==> src/rtl/uart_pkg.sv <==
`default_nettype none
// +----------------------------------------------------------------------------+
// | Module  : uart_pkg                                                         |
// | Brief   : Shared UART state encodings, frame constants and baud helper.    |
// |           Parity states exist only when UART_PARITY_EN is defined.         |
// | Rev     : 1.0                                                              |
// +----------------------------------------------------------------------------+
package uart_pkg;

  localparam int DATA_BITS = 8;

  typedef enum logic [2:0] {
    TX_IDLE   = 3'd0,
    TX_START  = 3'd1,
    TX_DATA   = 3'd2,
`ifdef UART_PARITY_EN
    TX_PARITY = 3'd3,
`endif
    TX_STOP   = 3'd4
  } tx_state_t;

  typedef enum logic [2:0] {
    RX_IDLE   = 3'd0,
    RX_START  = 3'd1,
    RX_DATA   = 3'd2,
`ifdef UART_PARITY_EN
    RX_PARITY = 3'd3,
`endif
    RX_STOP   = 3'd4
  } rx_state_t;

  function automatic int clks_per_bit(input int clk_freq, input int baud_rate);
    return clk_freq / baud_rate;
  endfunction

endpackage
`default_nettype wire

==> src/rtl/uart_rx.sv <==
`default_nettype none
// +----------------------------------------------------------------------------+
// | Module  : uart_rx                                                          |
// | Brief   : UART receiver: 2-flop synchroniser, mid-bit sampling FSM.        |
// |           UART_PARITY_EN adds an even-parity bit and o_rx_perr.            |
// | Rev     : 1.0                                                              |
// +----------------------------------------------------------------------------+
module uart_rx
  import uart_pkg::*;
#(
  parameter int CLKS_PER_BIT = 16
) (
  input  logic                 clk,
  input  logic                 rst,
  input  logic                 i_rx,
`ifdef UART_PARITY_EN
  output logic                 o_rx_perr,
`endif
  output logic [DATA_BITS-1:0] o_rxout,
  output logic                 o_rxdone
);

  localparam int c_cnt_w = (CLKS_PER_BIT > 1) ? $clog2(CLKS_PER_BIT) : 1;
  localparam int c_idx_w = $clog2(DATA_BITS);
  localparam logic [c_cnt_w-1:0] c_bit_last  = c_cnt_w'(CLKS_PER_BIT - 1);
  localparam logic [c_cnt_w-1:0] c_half_last = c_cnt_w'(CLKS_PER_BIT / 2 - 1);
  localparam logic [c_idx_w-1:0] c_idx_last  = c_idx_w'(DATA_BITS - 1);

  logic                 r_sync1, r_sync2;
  logic                 w_rx;
  rx_state_t            r_state, w_state_next;
  logic [c_cnt_w-1:0]   r_cnt, w_cnt_next;
  logic [c_idx_w-1:0]   r_idx, w_idx_next;
  logic [DATA_BITS-1:0] r_shift, w_shift_next;
  logic [DATA_BITS-1:0] r_rxout, w_rxout_next;
  logic                 r_rxdone, w_rxdone_next;
  logic                 r_armed, w_armed_next;
  logic                 w_bit_end;
`ifdef UART_PARITY_EN
  logic                 r_par, w_par_next;
  logic                 r_perr, w_perr_next;
`endif

  assign w_rx      = r_sync2;
  assign w_bit_end = (r_cnt == c_bit_last);

  always_ff @(posedge clk) begin
    if (rst) r_state <= RX_IDLE;
    else     r_state <= w_state_next;
  end

  // After a framing error the line must be seen high before a new start is accepted.
  always_comb begin
    w_state_next  = r_state;
    w_cnt_next    = r_cnt + c_cnt_w'(1);
    w_idx_next    = r_idx;
    w_shift_next  = r_shift;
    w_rxout_next  = r_rxout;
    w_rxdone_next = 1'b0;
    w_armed_next  = r_armed;
`ifdef UART_PARITY_EN
    w_par_next    = r_par;
    w_perr_next   = r_perr;
`endif
    case (r_state)
      RX_IDLE: begin
        w_cnt_next   = '0;
        w_armed_next = r_armed | w_rx;
        if (r_armed && !w_rx) w_state_next = RX_START;
      end
      RX_START: begin
        if (r_cnt == c_half_last) begin
          w_cnt_next   = '0;
          w_idx_next   = '0;
          w_state_next = w_rx ? RX_IDLE : RX_DATA;
        end
      end
      RX_DATA: begin
        if (w_bit_end) begin
          w_cnt_next   = '0;
          w_shift_next = {w_rx, r_shift[DATA_BITS-1:1]};
          w_idx_next   = r_idx + c_idx_w'(1);
          if (r_idx == c_idx_last) begin
`ifdef UART_PARITY_EN
            w_state_next = RX_PARITY;
`else
            w_state_next = RX_STOP;
`endif
          end
        end
      end
`ifdef UART_PARITY_EN
      RX_PARITY: begin
        if (w_bit_end) begin
          w_cnt_next   = '0;
          w_par_next   = w_rx;
          w_state_next = RX_STOP;
        end
      end
`endif
      RX_STOP: begin
        if (w_bit_end) begin
          w_cnt_next   = '0;
          w_state_next = RX_IDLE;
          if (w_rx) begin
            w_rxout_next  = r_shift;
            w_rxdone_next = 1'b1;
`ifdef UART_PARITY_EN
            w_perr_next   = r_par ^ (^r_shift);
`endif
          end else begin
            w_armed_next = 1'b0;
          end
        end
      end
      default: begin
        w_state_next = RX_IDLE;
        w_cnt_next   = '0;
      end
    endcase
  end

  always_ff @(posedge clk) begin
    if (rst) begin
      r_sync1  <= 1'b1;
      r_sync2  <= 1'b1;
      r_cnt    <= '0;
      r_idx    <= '0;
      r_shift  <= '0;
      r_rxout  <= '0;
      r_rxdone <= 1'b0;
      r_armed  <= 1'b0;
`ifdef UART_PARITY_EN
      r_par    <= 1'b0;
      r_perr   <= 1'b0;
`endif
    end else begin
      r_sync1  <= i_rx;
      r_sync2  <= r_sync1;
      r_cnt    <= w_cnt_next;
      r_idx    <= w_idx_next;
      r_shift  <= w_shift_next;
      r_rxout  <= w_rxout_next;
      r_rxdone <= w_rxdone_next;
      r_armed  <= w_armed_next;
`ifdef UART_PARITY_EN
      r_par    <= w_par_next;
      r_perr   <= w_perr_next;
`endif
    end
  end

  assign o_rxout  = r_rxout;
  assign o_rxdone = r_rxdone;
`ifdef UART_PARITY_EN
  assign o_rx_perr = r_perr;
`endif

endmodule
`default_nettype wire

==> src/rtl/uart_core.sv <==
`default_nettype none
// +----------------------------------------------------------------------------+
// | Module  : uart_core                                                        |
// | Brief   : Full-duplex 8N1 UART; TX FSM inline, receiver in uart_rx.        |
// |           UART_PARITY_EN adds an even-parity bit and the rx_perr port.     |
// | Rev     : 1.0                                                              |
// +----------------------------------------------------------------------------+
module uart_core
  import uart_pkg::*;
#(
  parameter int CLK_FREQ  = 100_000_000,
  parameter int BAUD_RATE = 9600
) (
  input  logic                 clk,
  input  logic                 rst,
  input  logic                 start,
  input  logic [DATA_BITS-1:0] txin,
  output logic                 tx,
  input  logic                 rx,
  output logic [DATA_BITS-1:0] rxout,
  output logic                 rxdone,
`ifdef UART_PARITY_EN
  output logic                 rx_perr,
`endif
  output logic                 txdone
);

  localparam int c_clks_per_bit = clks_per_bit(CLK_FREQ, BAUD_RATE);
  localparam int c_cnt_w = (c_clks_per_bit > 1) ? $clog2(c_clks_per_bit) : 1;
  localparam int c_idx_w = $clog2(DATA_BITS);
  localparam logic [c_cnt_w-1:0] c_bit_last = c_cnt_w'(c_clks_per_bit - 1);
  localparam logic [c_idx_w-1:0] c_idx_last = c_idx_w'(DATA_BITS - 1);

  tx_state_t            r_tx_state, w_tx_state_next;
  logic [c_cnt_w-1:0]   r_tx_cnt, w_tx_cnt_next;
  logic [c_idx_w-1:0]   r_tx_idx, w_tx_idx_next;
  logic [DATA_BITS-1:0] r_tx_shift, w_tx_shift_next;
  logic                 r_tx, w_tx_next;
  logic                 w_tx_bit_end;
  logic                 w_txdone;
`ifdef UART_PARITY_EN
  logic                 r_tx_par, w_tx_par_next;
`endif

  assign w_tx_bit_end = (r_tx_cnt == c_bit_last);

  always_ff @(posedge clk) begin
    if (rst) r_tx_state <= TX_IDLE;
    else     r_tx_state <= w_tx_state_next;
  end

  // tx is registered from the next-state decision so the pin never glitches.
  always_comb begin
    w_tx_state_next = r_tx_state;
    w_tx_cnt_next   = r_tx_cnt + c_cnt_w'(1);
    w_tx_idx_next   = r_tx_idx;
    w_tx_shift_next = r_tx_shift;
    w_tx_next       = r_tx;
    w_txdone        = 1'b0;
`ifdef UART_PARITY_EN
    w_tx_par_next   = r_tx_par;
`endif
    case (r_tx_state)
      TX_IDLE: begin
        w_tx_cnt_next = '0;
        w_tx_next     = 1'b1;
        if (start) begin
          w_tx_state_next = TX_START;
          w_tx_shift_next = txin;
          w_tx_idx_next   = '0;
          w_tx_next       = 1'b0;
`ifdef UART_PARITY_EN
          w_tx_par_next   = ^txin;
`endif
        end
      end
      TX_START: begin
        if (w_tx_bit_end) begin
          w_tx_cnt_next   = '0;
          w_tx_state_next = TX_DATA;
          w_tx_next       = r_tx_shift[0];
        end
      end
      TX_DATA: begin
        if (w_tx_bit_end) begin
          w_tx_cnt_next   = '0;
          w_tx_shift_next = r_tx_shift >> 1;
          w_tx_idx_next   = r_tx_idx + c_idx_w'(1);
          if (r_tx_idx == c_idx_last) begin
`ifdef UART_PARITY_EN
            w_tx_state_next = TX_PARITY;
            w_tx_next       = r_tx_par;
`else
            w_tx_state_next = TX_STOP;
            w_tx_next       = 1'b1;
`endif
          end else begin
            w_tx_next = r_tx_shift[1];
          end
        end
      end
`ifdef UART_PARITY_EN
      TX_PARITY: begin
        if (w_tx_bit_end) begin
          w_tx_cnt_next   = '0;
          w_tx_state_next = TX_STOP;
          w_tx_next       = 1'b1;
        end
      end
`endif
      TX_STOP: begin
        if (w_tx_bit_end) begin
          w_tx_cnt_next   = '0;
          w_tx_state_next = TX_IDLE;
          w_tx_next       = 1'b1;
          w_txdone        = 1'b1;
        end
      end
      default: begin
        w_tx_state_next = TX_IDLE;
        w_tx_cnt_next   = '0;
        w_tx_next       = 1'b1;
      end
    endcase
  end

  always_ff @(posedge clk) begin
    if (rst) begin
      r_tx       <= 1'b1;
      r_tx_cnt   <= '0;
      r_tx_idx   <= '0;
      r_tx_shift <= '0;
`ifdef UART_PARITY_EN
      r_tx_par   <= 1'b0;
`endif
    end else begin
      r_tx       <= w_tx_next;
      r_tx_cnt   <= w_tx_cnt_next;
      r_tx_idx   <= w_tx_idx_next;
      r_tx_shift <= w_tx_shift_next;
`ifdef UART_PARITY_EN
      r_tx_par   <= w_tx_par_next;
`endif
    end
  end

  assign tx     = r_tx;
  assign txdone = w_txdone;

  uart_rx #(
    .CLKS_PER_BIT(c_clks_per_bit)
  ) u_rx (
    .clk      (clk),
    .rst      (rst),
    .i_rx     (rx),
`ifdef UART_PARITY_EN
    .o_rx_perr(rx_perr),
`endif
    .o_rxout  (rxout),
    .o_rxdone (rxdone)
  );

endmodule
`default_nettype wire

==> config.mk <==
export PLATFORM = sky130hd
export DESIGN_NAME = uart_core
export DESIGN_NICKNAME = d
export VERILOG_FILES = /design/src/rtl/uart_pkg.sv /design/src/rtl/uart_rx.sv /design/src/rtl/uart_core.sv
export SDC_FILE = /design/constraint.sdc
export NUM_CORES = 1
export LEC_CHECK = 0
export ABC_AREA = 1
export CAP_MARGIN = 20
export CELL_PAD_IN_SITES_DETAIL_PLACEMENT = 0
export CELL_PAD_IN_SITES_GLOBAL_PLACEMENT = 2
export CORE_MARGIN = 10
export CORE_UTILIZATION = 35
export CTS_BUF_LIST = sky130_fd_sc_hd__clkbuf_2 sky130_fd_sc_hd__clkbuf_4 sky130_fd_sc_hd__clkbuf_8
export DETAILED_ROUTE_END_ITERATION = 10
export PLACE_DENSITY_LB_ADDON = 0.15
export SLEW_MARGIN = 10
export SYNTH_ARGS = -nofsm -noshare
export SYNTH_HDL_FRONTEND = slang
export SYNTH_SLANG_ARGS = --single-unit
==> constraint.sdc <==
create_clock -name clk -period 2.11 [get_ports clk]
set_clock_uncertainty 0.05 [all_clocks]
set_input_delay 0.422 -clock clk [delete_from_list [all_inputs] [get_ports clk]]
set_output_delay 0.422 -clock clk [all_outputs]
set_load 0.02 [all_outputs]
# == After elaboration in Yosys (flattened, before gate mapping) ==
# Index checks and enable logic that the tools add are counted.
# op_classes
addsub,4
n_eq_ne,22
n_mux,37
bitwise,4
reduce_logical,19
# op_table
cell,count
$mux 3,14
$add 14x1->14 const B,2
$eq 14x14->1 const B,2
$mux 14,2
$pmux 14 s2,1
$pmux 3 s4,2
$mux 8,2
$pmux 8 s2,1
$reduce_and 3->1,5
$eq 14x13->1 const B,1
$eq 3x3->1 const B,4
$ne 2x2->1 const B,6
$pmux 3 s2,2
$mux 1,10
$ne 2x1->1 const B,5
$reduce_and 5->1,2
$reduce_or 3->1,3
$add 3x1->3 const B,2
$eq 3x1->1 const B,2
$eq 3x2->1 const B,2
$logic_not 3->1,2
$reduce_bool 2->1,3
$pmux 1 s4,1
$not 1->1,3
other kinds (7),7
# word_totals
reg_bits,69
in_bits,12
output_inout_bits,11
elab_cells,100

# == Depth between registers and ports, before layout ==
# Gate-level depths: netlist of the first run.
# depth
depth_word,4
mapped_depth,13
mapped_depth_nobuf,12

# == Modules after synthesis ==
# From an unflattened synthesis of the first run, not the netlist that was laid out.
# hier_totals
hier_cells,496
hier_area_um2,3403.3
# modules_own_cells
mod,instances,cells_per_inst,area_per_inst_um2,seq_area_each_um2
uart_rx,1,260,1864.3,800.8
uart_core,1,236,1539.0,580.6

# == Worst setup path before layout of the first run ==
# No wires, ideal clock.
# synth_timing
path_type,register to output
startpoint,register r_tx_cnt[0]
endpoint,output port txdone
arrival_ns,1.250
required_ns,1.638
slack_ns,0.388
path_stages_with_launch,8
path_buffers,0
cell_sequence,dfxtp_1 -> ha_1 -> nand2_1 -> inv_1 -> nand2_2 -> nor2_2 -> nand3_1 -> nor2_1
# synth_between
elab_chain_cells,3
# synth_lines
element,line,text
start: declaration,uart_core.sv:35,"logic [c_cnt_w-1:0] r_tx_cnt, w_tx_cnt_next;"
start signal: assignment,uart_core.sv:138,r_tx_cnt <= w_tx_cnt_next;
$eq 14x14->1,uart_core.sv:45,assign w_tx_bit_end = (r_tx_cnt == c_bit_last);
$mux 1,uart_core.sv:112,if (w_tx_bit_end) begin
$mux 1,uart_core.sv:63,case (r_tx_state)
end: declaration,uart_core.sv:25,output logic txdone
# Every way passes these cells.

# == Final worst setup path of the first run ==
# Ends and elaborated chain as after synthesis.

==> results of run 1 <==
[cells by family (layout without fill, tap and decap cells)]
group                    Yosys count  after routing  share of synthesized area, %
adder cells (fa/ha/maj)            6              6                          2.28
AND/OR/NAND/NOR                  259            259                          36.2
AO/OA/AOI/OAI                     45             45                          7.15
buffers and inverters             64            107                          8.13
XOR/XNOR                          16             16                          4.26
flip-flops                        69             69                          42.0
[through the flow]
step | instance area, um2 | TNS (ps)
global placement | 3700 | 0
detailed placement | 3700 | -8.55
floorplan | 3290 | 0
global route | 3980 | 0
CTS | 3960 | 0
finish | 3980 | 0
[per-layer routing]
layer | GRT usage (%) | up-vias | share of wire [%]
met5 | 0 | - | 0
met2 | 16.8 | 33 | 42
met3 | 3.36 | 9 | 3.8
met1 | 14.1 | 1257 | 53
met4 | 4.45 | 0 | 1.4
li1 | - | 1530 | -
[sequential cells by signal, summed over array words and instances (netlist names)]
name,count
r_tx_cnt,14
u_rx.r_armed,1
u_rx.o_rxdone,1
u_rx.r_sync1,1
r_tx_shift,8
u_rx.r_sync2,1
u_rx.r_shift,8
u_rx.r_cnt,14
tx,1
u_rx.o_rxout,8
r_tx_idx,3
u_rx.r_state,3
u_rx.r_idx,3
r_tx_state,3
[how the worst max path moves through the flow]
stage          depth (start not counted)      to
3_5_place_dp                           8  txdone
2_1_floorplan                          7  txdone
4_1_cts                                8  txdone
5_1_grt                                8  txdone
3_3_place_gp                           8  txdone
6_report                               8  txdone
[critical path: cells and delay by family (launching register included)]
family	cells	cell delay [ps]
buf+inv	2	220
simple gates	5	440
fa+ha+maj	1	170
flops	1	330
[power groups by stage]
stage	sequential [mW]	combinational [mW]	clock, mW
finish	1.52	1.13	1.47
global route	1.53	1.32	1.55
CTS	1.52	1.14	1.50
detailed placement	1.55	1.13	0
global placement	1.54	1.14	0
floorplan	1.54	0.884	0
[what timing repair did]
item,4_1_cts,5_1_grt
setup endpoints to repair,1,1
resized for setup,4,7
hold buffers,0,0
pin swaps,0,1
hold endpoints to repair,0,0
[layout by cell type (no fill, tap or decap), drive strengths merged]
cell             n
clkdlybuf4s50   21
or2              4
nand4            6
a21oi           21
ha               6
dfxtp           69
bufinv           4
inv             54
xor2            15
nand3           40
o21ai           23
nor2            87
nand2          102
o211ai           1
clkinv           3
buf             16
nand3b           2
clkbuf           9
nor3            18
xnor2            1
[cell type report]
| class | count | area [um2] |
|---|---|---|
| Fill cell | 980 | 5220 |
| Multi-Input combinational cell | 326 | 1660 |
| Sequential cell | 69 | 1380 |
| Timing Repair Buffer | 37 | 330 |
| Inverter | 54 | 203 |
| Clock inverter | 7 | 146 |
| Tap cell | 111 | 139 |
| Clock buffer | 9 | 124 |
==> impl_results.md, run 1 <==
* Post-detail-place hpwl at 5.09 mm
* Tot GR Track Use at 11.0%
* FFs w/ async S/R, synth at 0%
* Crit Reg-Reg Endpoint: u_rx.r_cnt[7]$_SDFF_PP0_
* Vias in the first global route at 2666
* Static Leak at 1.65 nW
* Flop and latch count out of synthesis at 69
* Layout Cells excl Fill at 613
* Min-Delay Path Depth at 1
* Antenna violations before repair at 0
* Clock tree from TritonCTS: built
* Count of distinct cell types in the synthesized netlist at 30
* Die area at 13700 um2
* Post-layout nets at 515
* Min Tclk post-route at 1980 ps
* Path depth of the worst reg2reg path at 9
* Pin count of the biggest net entering global routing at 21
* DRT Wirelength at 6.98 mm
* Post-synth EDFFs at 0
* Cell area power density at 1030 nW/um2
* Leading post-synthesis cells by cell area: dfxtp_1, nand2_1, nor2_1, inv_1, nand3_1
* Endpoint type of the worst setup path: output port
* Clock transition at the registers of the reported paths at 80 ps
* X dimension of the die at 117 um
* Routed length per instance at 11.4 um
* Maximum frequency from static timing analysis at 506 MHz
* Hold WC Path Type: reg2reg
* Initial core utilization at 35.8%
* Beginning of the critical path: r_tx_cnt[0]$_SDFF_PP0_
* DP Cell Count at 597
* Placer congestion estimate at 0.792
* Worst path arrival time at 1500 ps
* Share of power burned in the clock network at 35.6%
* Top_reg_cell synth: dfxtp_1
* Worst setup slack for register-to-register paths at 230 ps
* Fin worst setup slack at 134 ps
* Clock buffer depth at 2
* Antenna violation net count after detailed routing at 0
* Post-synth net total at 477
* Relative contribution of sequential cells to total power at 36.9%
* Final clock period utilization by the worst path at 93.6%
* Number of instances in the synthesized netlist at 459
* Overall power at 4.11 mW
* Number of buffers inserted during clock tree synthesis at 9
* Placeable core region at 9200 um2
* Residual DRC at 0
* Final Setup Violations at 0
* Transition at the pin with the smallest max-transition slack at 377 ps
* Layout cells sized above 1 at 13.5%
* Port Buf Inserts at 22
* Final-report hold violation count at 0
* Cell internal power dissipation at 2.74 mW
* Area grow syn2layout at 20.9%
* Synth Area per Inst at 7.17 um2
* Final core occ at 43.3%
* FF-to-FF Start: u_rx.r_cnt[0]$_SDFF_PP0_
* Max transition margin at 74.7%
* Root Buffer: clkbuf_8
* Sequential-to-total area share from yosys stat at 42.0%
* Ports placed on the boundary at 23
* Gate power share at 27.5%
* Outcome: finished, final reports clean
* Global-route wire length before repair at 12.2 mm
* Post-synthesis instance area at 3290 um2
* Clock latency on the worst-skew pair at 350 ps
* Delay of the slowest critical-path stage at 330 ps
* Count of inserted antenna diode cells at 0
* Worst voltage drop across the vdd grid at 0.366 mV
* Net switching power at 1.37 mW
* Number of sinks handled by clock tree synthesis at 69
* Worst-case setup slack after placement at -8.55 ps
* Length of the first detailed-routing pass in iterations at 5
* Maximum net fanout on the critical path at 2
* Worst setup path class: reg2out
* Area share of the largest cell type after synthesis at 42.0%
* Number of cell rows at 35
* Number of design-rule violations left by the first detailed-router iteration at 102
* RSZ-0062 raised after global routing: no
* Max-slew violation count at 0
* Start point of the worst hold path: u_rx.r_sync1$_SDFF_PP1_
* Launching element type of the critical path: register
* Count of max-cap constraint violations at 0
* Synth area leader: dfxtp_1
* Vias after detailed routing at 2829
* Cell with the most instances after synthesis: nand2_1
* Overall die height at 117 um
* Post-Route Hold Slack at 364 ps
* Worst Hold Endpoint: u_rx.r_sync2$_SDFF_PP1_
* Htree depth at 3
* Leading post-synthesis cells by instance count: nand2_1, nor2_1, dfxtp_1, inv_1, nand3_1
* Number of warning messages in the yosys log at 0
* Vias per Instance at 4.62
* Critical-path cell list: ha_2 > nand2_1 > inv_2 > nand2_2 > nor2_4 > nand3_2 > nor2_1 > buf_4
* Required time at the endpoint of the critical path at 1640 ps
* Postcts setup bufs at 0
* Sw Ratio at 33.4%
* Sum of overflow across all layers after global routing at 0
* Critical path's slowest cell: dfxtp_2
No activity file was read; power rests on OpenSTA's default activity.
==> inputs of run 2 (changes only) <==
==> constraint.sdc (replaced) <==
create_clock -name clk -period 2.11 [get_ports clk]
set_clock_uncertainty 0.05 [all_clocks]
set_input_delay 0.3165 -clock clk [delete_from_list [all_inputs] [get_ports clk]]
set_output_delay 0.3165 -clock clk [all_outputs]
set_load 0.02 [all_outputs]
==> run 2 against run 1 <==
Against the previous run:
- clock-buffer cell count up 2
- global-route usage grew 0.39 points
- sequential share of layout area up 0.59 points
- clock power decreased by 15%
- via count up 0.57%
- cell count fell by 0.65%
- fmax up 3.0%
- worst setup slack better by 57 ps
- critical endpoint unchanged
- largest cell class unchanged
- highest routed layer unchanged
==> impl_results.md, run 2 (synthesis results as in run 1) <==
* Clock buffer depth at 2 (unchanged)
* Min Tclk post-route at 1920 ps (-57.2 ps)
* Worst voltage drop across the vdd grid at 0.413 mV (+13%)
* Transition at the pin with the smallest max-transition slack at 424 ps (+46.8 ps)
* Placeable core region at 9200 um2 (unchanged)
* Maximum net fanout on the critical path at 3 (+1)
* Largest delay share family, worst path: simple AND/OR/NAND/NOR gates
* Max transition margin at 71.5% (-3.1 points)
* Area grow syn2layout at 18.7%
* Root Buffer: clkbuf_8
* TNS Setup at 0 ps (unchanged)
* Depth of the critical timing path with buffers and inverters included at 8 (unchanged)
* DRT Wirelength at 7.06 mm (+1.1%)
* Port Buf Inserts at 22 (unchanged)
* Ports placed on the boundary at 23 (unchanged)
* Tot GR Track Use at 11.4% (+0.39 points)
* Critical path's slowest cell: dfxtp_1
* Path depth of the worst reg2reg path at 9 (unchanged)
* Commonest non-fill, non-tap cell in the layout: nand2_1
* Final Setup Violations at 0 (unchanged)
* Cts-stage hold buffer count at 0 (unchanged)
* Layout cells sized above 1 at 12.0% (-1.5 points)
* Clock latency on the worst-skew pair at 340 ps (about the same)
* Delay of the slowest critical-path stage at 340 ps (about the same)
* Htree depth at 3 (unchanged)
* Cell area power density at 997 nW/um2 (-3.6%)
* Vias per Instance at 4.67 (+1.2%)
* DP Cell Count at 593 (-0.67%)
* Routed length per instance at 11.6 um (+1.8%)
* Worst setup slack for register-to-register paths at 240 ps (about the same)
* Overall power at 3.89 mW (-5.3%)
* Maximum frequency from static timing analysis at 521 MHz (+3.0%)
* RSZ-0062 raised after global routing: no
* Number of cell rows at 35 (unchanged)
* Length of the first detailed-routing pass in iterations at 5 (unchanged)
* Critical-path cell list: ha_1 > nand2_1 > inv_1 > nand2_2 > nor2_4 > nand3_2 > nor2_1 > buf_2
* Overall die height at 117 um (unchanged)
* Vias in the first global route at 2791 (+4.7%)
* Worst Hold Endpoint: u_rx.r_sync2$_SDFF_PP1_
* Count of inserted antenna diode cells at 0 (unchanged)
* Number of design-rule violations left by the first detailed-router iteration at 80 (-22%)
* Static Leak at 1.62 nW (-1.8%)
* Sum of overflow across all layers after global routing at 0 (unchanged)
* Number of buffers inserted during clock tree synthesis at 9 (unchanged)
* WP buf/inv at 2 (unchanged)
* Hold WC Path Type: reg2reg
* Count of max-cap constraint violations at 0 (unchanged)
* Worst setup path class: reg2out
* Residual DRC at 0 (unchanged)
* Required time at the endpoint of the critical path at 1740 ps (+100 ps)
* Clock tree from TritonCTS: built
* Postcts setup bufs at 0 (unchanged)
* Final-report hold violation count at 0 (unchanged)
* Die area at 13700 um2 (unchanged)
* X dimension of the die at 117 um (unchanged)
* Layout Cells excl Fill at 609 (-0.65%)
* Post-layout nets at 511 (-0.78%)
* Global-route wire length before repair at 12.6 mm (+3.3%)
* Max-slew violation count at 0 (unchanged)
* Antenna violations before repair at 0 (unchanged)
* Clock transition at the registers of the reported paths at 80 ps (about the same)
* Launching element type of the critical path: register
* Post-detail-place hpwl at 5.10 mm (+0.32%)
* Endpoint type of the worst setup path: output port
* Crit Reg-Reg Endpoint: u_rx.r_cnt[6]$_SDFF_PP0_
* Min-Delay Path Depth at 1 (unchanged)
* Pin count of the biggest net entering global routing at 17 (-19%)
* Final core occ at 42.5% (-0.80 points)
* Largest registers: r_tx_cnt: 14 flops, u_rx.r_cnt: 14 flops
* Fill cell total of the finished layout at 1001 (+2.1%)
* Placer congestion estimate at 0.770 (-2.7%)
* FF-to-FF Start: u_rx.r_cnt[0]$_SDFF_PP0_
* Vias after detailed routing at 2845 (+0.57%)
* Top library cells by usage in the layout, fill and taps aside: nand2_1, nor2_1, dfxtp_1
* Start point of the worst hold path: u_rx.r_sync1$_SDFF_PP1_
* Final clock period utilization by the worst path at 90.9% (-2.7 points)
* Initial core utilization at 35.8% (unchanged)
* Number of sinks handled by clock tree synthesis at 69 (unchanged)
* Outcome: finished, final reports clean
* Worst path arrival time at 1550 ps (+50 ps)
* Antenna violation net count after detailed routing at 0 (unchanged)
run 2: cell types whose count changed in the layout (fill, tap and decap cells not counted), sizes merged:
cell and change:
buf -4, bufinv -2, clkbuf +2, clkinv +1, inv -1
run 2: timing repair:
| action | CTS | global route |
|---|---|---|
| hold endpoints to repair | 0 | 0 |
| endpoints found under the setup margin | 1 | 1 |
| gates cloned | 0 | 0 |
| resized for setup | 3 | 3 |
run 2: how the worst max path moves through the flow:
stage / from / to / slack, ps
3_3_place_gp: r_tx_cnt[0]$_SDFF_PP0_ / txdone / 50
4_1_cts: r_tx_cnt[0]$_SDFF_PP0_ / txdone / 2
5_1_grt: r_tx_cnt[0]$_SDFF_PP0_ / txdone / 5
3_5_place_dp: r_tx_cnt[0]$_SDFF_PP0_ / txdone / 30
2_1_floorplan: r_tx_cnt[0]$_SDFF_PP0_ / txdone / 490
6_report: r_tx_cnt[0]$_SDFF_PP0_ / txdone / 190
run 2: power by group:
| group | switching, mW | total (mW) | internal (mW) |
|---|---|---|---|
| logic | 0.738 | 1.13 | 0.389 |
| registers | 0.0793 | 1.52 | 1.44 |
| clock network | 0.519 | 1.25 | 0.733 |
| total | 1.34 | 3.89 | 2.56 |
run 2: layer usage:
layer / GRT usage (%) / wire [um] / up-vias
met5: 0 / 0 / -
met1: 14.7 / 3590 / 1280
met4: 3.71 / 93 / 0
met3: 3.77 / 297 / 7
li1: - / - / 1523
met2: 17.5 / 3080 / 35
run 2: cell type report:
type	instances	area, um2	share of cell area (%)
repair buffers	33	298	7.62
clock inverters	5	82.6	2.11
inverters	54	203	5.19
well taps	111	139	3.55
multi-input cells	326	1650	42.3
clock buffers	11	151	3.87
flip-flops and latches	69	1380	35.4
run 2: stage by stage:
stage / setup WS, ps / area, um2 / hold WS (ps)
6_report: 192 / 3910 / 376
5_1_grt: 4.54 / 3910 / 399
4_1_cts: 2.07 / 3900 / 376
3_5_place_dp: 28.3 / 3670 / 358
3_3_place_gp: 47.7 / 3670 / 349
2_1_floorplan: 494 / 3290 / 339
==> RTL edit, RTL diff (config.mk and constraints of run 2) <==
Reset style: asynchronous (`rst`), changed in 4 clocked blocks.
--- a/src/rtl/uart_rx.sv
+++ b/src/rtl/uart_rx.sv
@@ -44,7 +44,7 @@
   assign w_rx      = r_sync2;
   assign w_bit_end = (r_cnt == c_bit_last);
 
-  always_ff @(posedge clk) begin
+  always_ff @(posedge clk or posedge rst) begin
     if (rst) r_state <= RX_IDLE;
     else     r_state <= w_state_next;
   end
@@ -120,7 +120,7 @@
     endcase
   end
 
-  always_ff @(posedge clk) begin
+  always_ff @(posedge clk or posedge rst) begin
     if (rst) begin
       r_sync1  <= 1'b1;
       r_sync2  <= 1'b1;
--- a/src/rtl/uart_core.sv
+++ b/src/rtl/uart_core.sv
@@ -44,7 +44,7 @@
 
   assign w_tx_bit_end = (r_tx_cnt == c_bit_last);
 
-  always_ff @(posedge clk) begin
+  always_ff @(posedge clk or posedge rst) begin
     if (rst) r_tx_state <= TX_IDLE;
     else     r_tx_state <= w_tx_state_next;
   end
@@ -124,7 +124,7 @@
     endcase
   end
 
-  always_ff @(posedge clk) begin
+  always_ff @(posedge clk or posedge rst) begin
     if (rst) begin
       r_tx       <= 1'b1;
       r_tx_cnt   <= '0;
Formal check against the unedited RTL: differs if rst is asserted again (counterexample within 4 cycles, from zero or initial values and one cycle with rst high); with rst held inactive, the same outputs for 10 cycles.
==> RTL edit against run 2 <==
  * Sequential cell count is the same
  * Worst setup slack lost 0.026 ns
  * Power grew 4.1%
  * Combinational power shrank 12%
  * Register-to-register slack gained 0.10 ns
  * Clock power grew 6%
  * Cell area grew 9.7%
  * Largest cell class is now flip-flops and latches
  * Synthesized area grew 11%
  * Wire length grew 1.2%
  * Critical path type unchanged
==> RTL edit: results (changes against run 2) <==
* Status: complete, no violations (unchanged)
* Worst path slowest cell: dfrtp_1 (was dfxtp_1)
* LEAKAGE at 2.13 nW (was 1.62 nW)
* Sequential share of the synthesized area at 0.475 (was 0.420)
* Worst-skew pair later-pin latency at 0.34 ns (about the same)
* Min-delay worst type: input pin to async pin (was flop to flop)
* Clk slew on worst S/H paths at 0.08 ns (about the same)
* Largest net degree at the start of global routing at 47 (was 17)
* Biggest regs: r_tx_cnt: 14 flops, u_rx.r_cnt: 14 flops (unchanged)
* Post-synth top cells: nand2_1, dfrtp_1, inv_1, nor2_1, nand3_1 (was nand2_1, nor2_1, dfxtp_1, inv_1, nand3_1)
* Antenna cells at 0 (unchanged)
* Vias per inst at 4.46 (was 4.67)
* Area contributors post-synth: dfrtp_1, nand2_1, inv_1 (was dfxtp_1, nand2_1, nor2_1)
* FF-to-FF setup slack at 0.34 ns (was 0.24 ns)
* CP arrival at 1.58 ns (was 1.55 ns)
* First-pass GRT wire length at 12.7 mm (was 12.6 mm)
* IR drop worst, VDD at 0.341 mV (was 0.413 mV)
* Crit path max fanout at 3 (unchanged)
* Dpl ws at 0.0528 ns (was 0.0283 ns)
* Count of cell types in the netlist at 39 (was 30)
* Non-filler cells, final at 615 (was 609)
* Initial DRC count at 153 (was 80)
* WHS at 0.184 ns (was 0.376 ns)
* RD Place Congestion at 0.741 (was 0.770)
* CTS resizes at 3 (unchanged)
* Yosys warns at 0 (unchanged)
* Fin. Hold Viols at 0 (unchanged)
* Num CTS Buffers at 9 (unchanged)
* CP peak stage delay at 0.36 ns (was 0.34 ns)
* Mapped Cells at 441 (was 459)
* Placed Instances at 599 (was 593)
* H-tree depth at 3 (unchanged)
* Asr flop ratio synth at 1.00 (was 0)
* Fmax at 514 MHz (was 521 MHz)
* First drt pass iteration count at 4 (was 5)
* PortBufs at 22 (unchanged)
* Antenna violations before repair at 0 (unchanged)
* CTS Buffer Depth at 2 (unchanged)
* Via count of the first global-routing pass at 2713 (was 2791)
* Share of cells above drive strength 1 at 0.171 (was 0.120)
* Layout Nets at 492 (was 511)
* Post-CTS Setup Repair Bufs at 0 (unchanged)
* Slew of the pin with the lowest slew margin at 0.393 ns (was 0.424 ns)
* Clock root cell: clkbuf_8 (unchanged)
* Placed cell areas at 0.00403 mm^2 (was 0.00367 mm^2)
* Overall routing resource usage at 0.105 (was 0.114)
* Hpwl dp at 5.07 mm (was 5.10 mm)
* ANT nets after route at 0 (unchanged)
* Syn_nets at 459 (was 477)
* Routed WL at 7.14 mm (was 7.06 mm)
-- RTL edit: cell count changes after synthesis, sizes merged, moves of 7 or more --
| cell | before | now |
|---|---|---|
| xor2 | 15 | 8 |
| inv | 53 | 64 |
| nor2 | 87 | 51 |
| dfxtp | 69 | 0 |
| dfrtp | 0 | 66 |
| nand2 | 102 | 135 |
| a21oi | 21 | 5 |
-- RTL edit: cell type report --
cell class	instances	area, um^2
inverters	65	244
clock buffers	9	124
flip-flops and latches	69	1730
repair buffers	31	295
fillers	1056	5950
clock inverters	7	123
well taps	136	170
multi-input cells	298	1600
-- RTL edit: kinds of logic after synthesis --
kind of cell    after synthesis  synth area share
simple gates                251             0.337
buf+inv                      74            0.0906
flops                        69             0.475
compound gates               32            0.0556
xor+xnor                      9            0.0216
fa+ha+maj                     6            0.0206
-- RTL edit: per-layer routing --
metal	wire [um]	GRT usage	share of wire
met1	3710	0.139	0.52
met2	3130	0.157	0.44
met3	226	0.0342	0.032
met4	72	0.0346	0.010
met5	0	0	0
-- RTL edit: power by group --
group | total, mW | internal, mW | switching [mW]
clock network | 1.33 | 0.791 | 0.536
registers | 1.73 | 1.56 | 0.169
logic | 0.996 | 0.390 | 0.606
-- RTL edit: final timing paths --
kind	end	cells past startpoint	startpoint
setup / recovery	txdone	6	r_tx_cnt[0]
max in group asynchronous	tx	3	rst
min in group clk	u_rx.r_sync2	0	u_rx.r_sync1
setup reg to reg	u_rx.r_shift[3]	6	u_rx.r_cnt[0]
hold / removal	u_rx.r_idx[1]	2	rst
hold reg to reg	u_rx.r_sync2	0	u_rx.r_sync1
-- RTL edit: critical path, delay by kind of cell, from the launching register on --
kind / cells / cell delay, ns
AND/OR/NAND/NOR: 4 / 0.51
buffers and inverters: 1 / 0.17
flip-flops: 1 / 0.36
adder cells (fa/ha/maj): 1 / 0.20
